===== src/rtl/irq_ctrl_pkg.sv =====
// irq_ctrl_pkg
// Shared definitions for the interrupt controller:
//   - register offsets within the 5-word window
//   - the "no interrupt" claim ID and the hard upper limit on sources
//   - lowest_id(): fixed-priority encoder (lowest index wins) returning a 1-based ID
package irq_ctrl_pkg;

    localparam int MAX_SOURCES = 31;

    localparam logic [31:0] OFF_PENDING   = 32'h0000_0000;
    localparam logic [31:0] OFF_ENABLE    = 32'h0000_0004;
    localparam logic [31:0] OFF_TRIGGER   = 32'h0000_0008;
    localparam logic [31:0] OFF_CLAIM     = 32'h0000_000C;
    localparam logic [31:0] OFF_INSERVICE = 32'h0000_0010;

    localparam logic [4:0] ID_NONE = 5'd0;

    // Scan from the top down so the lowest set index is the last assignment.
    function automatic logic [4:0] lowest_id(input logic [MAX_SOURCES-1:0] req);
        logic [4:0] id;
        id = ID_NONE;
        for (int i = MAX_SOURCES - 1; i >= 0; i--) begin
            if (req[i]) begin
                id = 5'(i + 1);
            end
        end
        return id;
    endfunction

endpackage


===== src/rtl/irq_sync_edge.sv =====
// irq_sync_edge
// Two-flop synchroniser for one raw interrupt line, plus a delay flop for
// rising-edge detection.
// Ports:
//   clk      in   system clock
//   rst_n    in   asynchronous active-low reset
//   async_in in   raw request line (may be asynchronous to clk)
//   level    out  synchronised level (s)
//   rise     out  s & ~s_d, high for one cycle after a synchronised rising edge
module irq_sync_edge (
    input  logic clk,
    input  logic rst_n,
    input  logic async_in,
    output logic level,
    output logic rise
);

    logic sync_meta_reg;
    logic sync_level_reg;
    logic level_d_reg;

    always_ff @(posedge clk or negedge rst_n) begin
        if (!rst_n) begin
            sync_meta_reg  <= 1'b0;
            sync_level_reg <= 1'b0;
            level_d_reg    <= 1'b0;
        end else begin
            sync_meta_reg  <= async_in;
            sync_level_reg <= sync_meta_reg;
            level_d_reg    <= sync_level_reg;
        end
    end

    assign level = sync_level_reg;
    assign rise  = sync_level_reg & ~level_d_reg;

endmodule


===== src/rtl/irq_controller.sv =====
// irq_controller
// Memory-mapped interrupt controller: synchronises NUM_SOURCES request lines,
// latches them as pending (per-source level/edge mode), arbitrates by fixed
// priority (lowest index first) and drives one registered interrupt to the core.
// Software claims via a read of CLAIM and completes via a write of the ID.
// Ports:
//   clk, rst_n          clock, asynchronous active-low reset
//   write_enable        bus write strobe
//   read_enable         bus read strobe (only matters for the claim side effect)
//   address             byte address, fully decoded against BASE_ADDR
//   write_data          write data
//   read_data           combinational read data, 0 for unmapped addresses
//   irq_sources         raw request lines
//   external_interrupt  registered interrupt request to the core
module irq_controller
    import irq_ctrl_pkg::*;
#(
    parameter int          NUM_SOURCES = 8,
    parameter logic [31:0] BASE_ADDR   = 32'h4000_5000
) (
    input  logic                   clk,
    input  logic                   rst_n,
    input  logic                   write_enable,
    input  logic                   read_enable,
    input  logic [31:0]            address,
    input  logic [31:0]            write_data,
    output logic [31:0]            read_data,
    input  logic [NUM_SOURCES-1:0] irq_sources,
    output logic                   external_interrupt
);

    logic [NUM_SOURCES-1:0] pending_reg,    pending_next;
    logic [NUM_SOURCES-1:0] enable_reg;
    logic [NUM_SOURCES-1:0] trigger_reg;
    logic [NUM_SOURCES-1:0] in_service_reg, in_service_next;
    logic                   ext_int_reg;

    logic [NUM_SOURCES-1:0] level_vec;
    logic [NUM_SOURCES-1:0] rise_vec;
    logic [NUM_SOURCES-1:0] eligible;
    logic [NUM_SOURCES-1:0] claim_mask;
    logic [NUM_SOURCES-1:0] complete_mask;
    logic [NUM_SOURCES-1:0] trig_change;
    logic [MAX_SOURCES-1:0] eligible_wide;
    logic [4:0]             claim_id;

    logic hit_pending, hit_enable, hit_trigger, hit_claim, hit_inservice;
    logic claim_fire, complete_fire;

    // ---------------------------------------------------------------
    // Per-source synchronisers
    // ---------------------------------------------------------------
    generate
        for (genvar gi = 0; gi < NUM_SOURCES; gi++) begin : g_sync
            irq_sync_edge u_sync (
                .clk     (clk),
                .rst_n   (rst_n),
                .async_in(irq_sources[gi]),
                .level   (level_vec[gi]),
                .rise    (rise_vec[gi])
            );
        end
    endgenerate

    // ---------------------------------------------------------------
    // Address decode
    // ---------------------------------------------------------------
    assign hit_pending   = (address == BASE_ADDR + OFF_PENDING);
    assign hit_enable    = (address == BASE_ADDR + OFF_ENABLE);
    assign hit_trigger   = (address == BASE_ADDR + OFF_TRIGGER);
    assign hit_claim     = (address == BASE_ADDR + OFF_CLAIM);
    assign hit_inservice = (address == BASE_ADDR + OFF_INSERVICE);

    // ---------------------------------------------------------------
    // Arbitration
    // ---------------------------------------------------------------
    assign eligible = pending_reg & enable_reg & ~in_service_reg;

    always_comb begin
        eligible_wide                  = '0;
        eligible_wide[NUM_SOURCES-1:0] = eligible;
        claim_id                       = lowest_id(eligible_wide);
    end

    // A claim read that finds nothing eligible has no side effect.
    assign claim_fire    = read_enable & hit_claim & (claim_id != ID_NONE);
    assign complete_fire = write_enable & hit_claim;

    // ---------------------------------------------------------------
    // Per-source next-state
    // ---------------------------------------------------------------
    generate
        for (genvar gi = 0; gi < NUM_SOURCES; gi++) begin : g_src
            assign claim_mask[gi] = claim_fire && (claim_id == 5'(gi + 1));

            // Full 32-bit compare rejects 0, IDs above NUM_SOURCES and stray
            // upper bits; completing an ID that is not in service is a no-op.
            assign complete_mask[gi] = complete_fire
                                       && (write_data == 32'(gi + 1))
                                       && in_service_reg[gi];

            assign trig_change[gi] = write_enable && hit_trigger
                                     && (write_data[gi] != trigger_reg[gi]);

            // Edge mode: a new rise on the claim edge wins over the clear.
            // Level mode: follow the synchronised line; in-service masking
            // happens in arbitration, not here.
            assign pending_next[gi] = ~trig_change[gi] &
                (trigger_reg[gi] ? (rise_vec[gi] | (pending_reg[gi] & ~claim_mask[gi]))
                                 : level_vec[gi]);
        end
    endgenerate

    // Claim needs the source out of service and complete needs it in
    // service, so the two masks never overlap on the same bit.
    assign in_service_next = (in_service_reg & ~complete_mask) | claim_mask;

    // ---------------------------------------------------------------
    // State registers
    // ---------------------------------------------------------------
    always_ff @(posedge clk or negedge rst_n) begin
        if (!rst_n) begin
            pending_reg    <= '0;
            enable_reg     <= '0;
            trigger_reg    <= '0;
            in_service_reg <= '0;
            ext_int_reg    <= 1'b0;
        end else begin
            pending_reg    <= pending_next;
            in_service_reg <= in_service_next;
            ext_int_reg    <= |eligible;
            if (write_enable && hit_enable) begin
                enable_reg <= write_data[NUM_SOURCES-1:0];
            end
            if (write_enable && hit_trigger) begin
                trigger_reg <= write_data[NUM_SOURCES-1:0];
            end
        end
    end

    assign external_interrupt = ext_int_reg;

    // ---------------------------------------------------------------
    // Read mux
    // ---------------------------------------------------------------
    always_comb begin
        read_data = '0;
        if (hit_pending) begin
            read_data[NUM_SOURCES-1:0] = pending_reg;
        end else if (hit_enable) begin
            read_data[NUM_SOURCES-1:0] = enable_reg;
        end else if (hit_trigger) begin
            read_data[NUM_SOURCES-1:0] = trigger_reg;
        end else if (hit_claim) begin
            read_data[4:0] = claim_id;
        end else if (hit_inservice) begin
            read_data[NUM_SOURCES-1:0] = in_service_reg;
        end
    end

endmodule


===== config.mk =====
export PLATFORM = sky130hd
export DESIGN_NAME = irq_controller
export DESIGN_NICKNAME = d
export VERILOG_FILES = /design/src/rtl/irq_ctrl_pkg.sv /design/src/rtl/irq_sync_edge.sv /design/src/rtl/irq_controller.sv
export SDC_FILE = /design/constraint.sdc
export NUM_CORES = 1
export LEC_CHECK = 0
export ABC_CLOCK_PERIOD_IN_PS = 1700
export BUFFER_PORTS_ARGS = -buffer_cell sky130_fd_sc_hd__buf_2
export CORE_ASPECT_RATIO = 1.75
export CORE_UTILIZATION = 46
export CTS_CLUSTER_DIAMETER = 50
export DETAILED_ROUTE_END_ITERATION = 16
export GPL_TIMING_DRIVEN = 0
export PLACE_DENSITY = 0.74
export SLEW_MARGIN = 40
export SYNTH_ARGS = -nofsm -noshare
export SYNTH_HDL_FRONTEND = slang
export SYNTH_SLANG_ARGS = --single-unit

===== constraint.sdc =====
create_clock -name clk -period 1.7 [get_ports clk]
set_input_delay 0.085 -clock clk [delete_from_list [all_inputs] [get_ports clk]]
set_output_delay 0.085 -clock clk [all_outputs]
set_load 0.05 [all_outputs]

==> metrics.md <==
| Metric | Value |
|---|---|
| Status | complete, but fails checks |
| Failing checks | negative setup slack |
| Crit path arrival time | 2.06 ns |
| Clock Pin Slew Worst Setup and Hold Paths | 0.05 ns |
| Max cap viols | 0 |
| Top cell type by total area after synthesis | dfrtp_1 |
| Max-slew headroom | 0.5309 |
| Total GRT Usage | 0.2862 |
| Post-place setup slack | -0.3584 ns |
| Top-area cell type share of the netlist area | 0.4274 |
| P per Cell Area | 840.4 nW/µm² |
| Residual DRC | 0 |
| Synth area leaders | dfrtp_1 43%, buf_4 5.8%, nand2_1 4.4% |
| Crit-path cells | and3b_2 -> nor3_4 -> nand4_1 -> a2bb2oi_2 -> a211oi_4 -> buf_6 |
| Mapped Cells | 342 |
| Internal power | 3124 µW |
| PnR Total Power | 4067 µW |
| R2r setup slk | -0.03 ns |
| Worst min path class | in -> reg |
| Max Buffers Root-to-Sink | 2 |
| R2R depth | 6 |
| Synth cell types | 64 |
| Drt wl/cell | 17.98 µm |
| Ant. Diodes | 0 |
| # fillers | 544 |
| Worst vdd ir | 0.8040 mV |
| Total grt overflow | 0 |
| Synth Flop Type | dfrtp_1 |
| Slew @ Worst Pin | 0.7037 ns |
| CP Class | reg -> out |
| Final period utilization | 1.263 |
| Reg2reg end | pending_reg[3] |
| Setup slack after layout | -0.4477 ns |
| Critical Path Slowest Stage Cell | dfrtp_1 |
| Initial core utilization | 0.4797 |
| Core area | 6957 µm² |
| Largest net degree at the start of global routing | 58 |
| CTS buffer count | 9 |
| CP Launch Type | register |
| Clock Latency Late Sink | 0.34 ns |
| Synth warn | 0 |
| Unrepaired setup endpoints after global routing | yes |
| Antenna viol nets, final | 0 |
| Leak | 0.002314 µW |
| Clock skew | 0.005155 ns |
| Fin nets | 567 |
| Critical path origin | pending_reg[2] |
| CP Depth | 6 |
| IO Port Bufs | 81 |
| Clock Sinks | 57 |
| Final HPWL DP | 7344 µm |
| Layout cells sized above 1 | 0.4254 |
| CTS tree | done |
| Ports placed on the boundary | 109 |
| Final setup fails | 6 |
| Final min period | 2.148 ns |
| Worst setup EP type | primary output |
| Mean Syn Cell Area | 9.757 µm² |
| Clock share of power | 0.537 |
| DR iter-0 viols | 249 |
| Die X-Extent | 66.39 µm |
| Seq pwr share | 0.349 |
| Die height | 114.7 µm |
| Pre-Repair DR Iteration Count | 5 |
| Global-route wire length before repair | 15380 µm |
| Rows | 40 |
| Post-synthesis register bit count | 57 |
| Crit path capture | read_data[3] |
| Seq/Total Area, Yosys | 0.4274 |
| Final GP Congestion | 0.9798 |
| Critical path peak fanout | 4 |
| Clock root cell | clkbuf_16 |
| Top delay family on crit path | simple AND/OR/NAND/NOR gates |
| Sw frac | 0.2320 |
| Final WL | 10430 µm |
| Post-synth EDFFs | 0 |
| Syn Std Cell Area | 3337 µm² |
| Switch Pwr | 943.8 µW |
| Vias | 3363 |
| Worst path max stage delay | 0.41 ns |
| Vias in the first global route | 3111 |
| Crit Reg-Reg Startpoint | enable_reg[5] |
| Ys async rst share | 1.000 |
| DR vias/cell | 5.798 |
| Initial antenna violation count | 0 |
| Die area | 7612 µm² |
| Combinational share of power | 0.114 |
| Fmax achieved | 465.6 MHz |
| Final hold violation count | 0 |
| Top cells by count, synth | 57 x dfrtp_1, 39 x nand2_1, 26 x buf_4 |
| Area growth, synth to finish | 45.03% |
| End-of-flow core utilization | 0.6957 |
| Slew Viols, Final | 0 |
| Worst endpoint required time | 1.62 ns |
| H-tree lvl count | 3 |
| Count leader, synth | dfrtp_1 |
| CP Buf/Inv Count | 1 |
[cell families (layout without fill, tap and decap cells)]
kind of cell | Yosys count | count (layout) | share of synthesized area
buffers and inverters | 49 | 180 | 0.08811
AOI/OAI and AO/OA | 72 | 72 | 0.1541
other | 1 | 24 | 0.001124
muxes | 15 | 15 | 0.04837
xor gates and xnor gates | 1 | 1 | 0.002625
and+or+nand+nor | 147 | 147 | 0.2782
DFF | 57 | 57 | 0.4274
[per-layer routing]
metal,up-vias,routed length (µm),GRT usage
met5,-,0,0
met4,0,554,0.1943
met3,37,672,0.06574
met2,194,5530,0.4857
met1,1602,3673,0.3068
li1,1530,-,-
[power groups by stage]
stage | sequential, µW | clock, µW | combinational [µW]
final | 1420 | 2180 | 463
after global routing | 1420 | 2270 | 496
after CTS | 1420 | 2220 | 445
after detailed placement | 1440 | 0 | 427
after global placement | 1440 | 0 | 421
after floorplan | 1430 | 0 | 269
[cells in the final DEF (no fill, tap or decap), types with 6 or more instances in the layout]
master / count
buf_6: 7
a22oi_1: 6
o21ai_0: 10
nand3b_1: 6
clkbuf_16: 9
conb_1: 24
dfrtp_1: 57
buf_4: 51
dlygate4sd3_1: 9
nor2_1: 14
inv_1: 12
mux2i_1: 6
buf_2: 78
mux2_2: 9
nand2_1: 38
nand4_1: 17
nand3_1: 9
a21oi_1: 7
nor4_1: 6
[stage by stage]
stage / setup TNS [ns] / hold WS [ns] / area [µm²] / instances
6_report: -1.509 / 0.02252 / 4840 / 580
4_1_cts: -1.478 / 0.01680 / 4673 / 570
3_5_place_dp: -6.585 / 0.1900 / 4016 / 530
5_1_grt: -1.727 / 0.03609 / 4840 / 580
2_1_floorplan: -0.1611 / -0.2106 / 3503 / 365
3_3_place_gp: -6.899 / 0.1926 / 4014 / 530
[how the worst min path moves through the flow]
stage / depth (start not counted) / slack [ns] / from / to
finish: 3 / 0.02 / write_data[4] / trigger_reg[4]
global route: 3 / 0.04 / write_data[6] / trigger_reg[6]
CTS: 3 / 0.02 / write_data[4] / trigger_reg[4]
detailed placement: 1 / 0.19 / rst_n / g_sync[5].u_sync.sync_meta_reg
global placement: 1 / 0.19 / irq_sources[0] / g_sync[0].u_sync.sync_meta_reg
floorplan: 0 / -0.21 / rst_n / enable_reg[0]
[timing repair]
item                                    CTS  global route
pin swaps                                14            14
resized for setup                        24            20
endpoints found under the setup margin    9            24
setup buffers                            15            12
hold endpoints to repair                 65             0
hold buffers                              9             0
[worst register-to-register path, stage by stage, from the launching register on]
cell and delay [ns]:
dfrtp_1 0.39, and3b_2 0.27, o31ai_4 0.24, buf_4 0.19
a31oi_2 0.13, a31oi_1 0.20, a2bb2oi_1 0.22
[final cells by class]
class	instances	area [µm²]	area share
tap	84	105.1	0.02172
clock buffer	12	266.5	0.05507
sequential	57	1426	0.2947
inverter	12	45.04	0.009307
multi-input combinational	259	1922	0.3971
buffer	37	251.5	0.05196
clock inverter	4	97.59	0.02017
timing repair buffer	115	725.7	0.1499
Note: power is estimated with default switching activity, not from simulation.
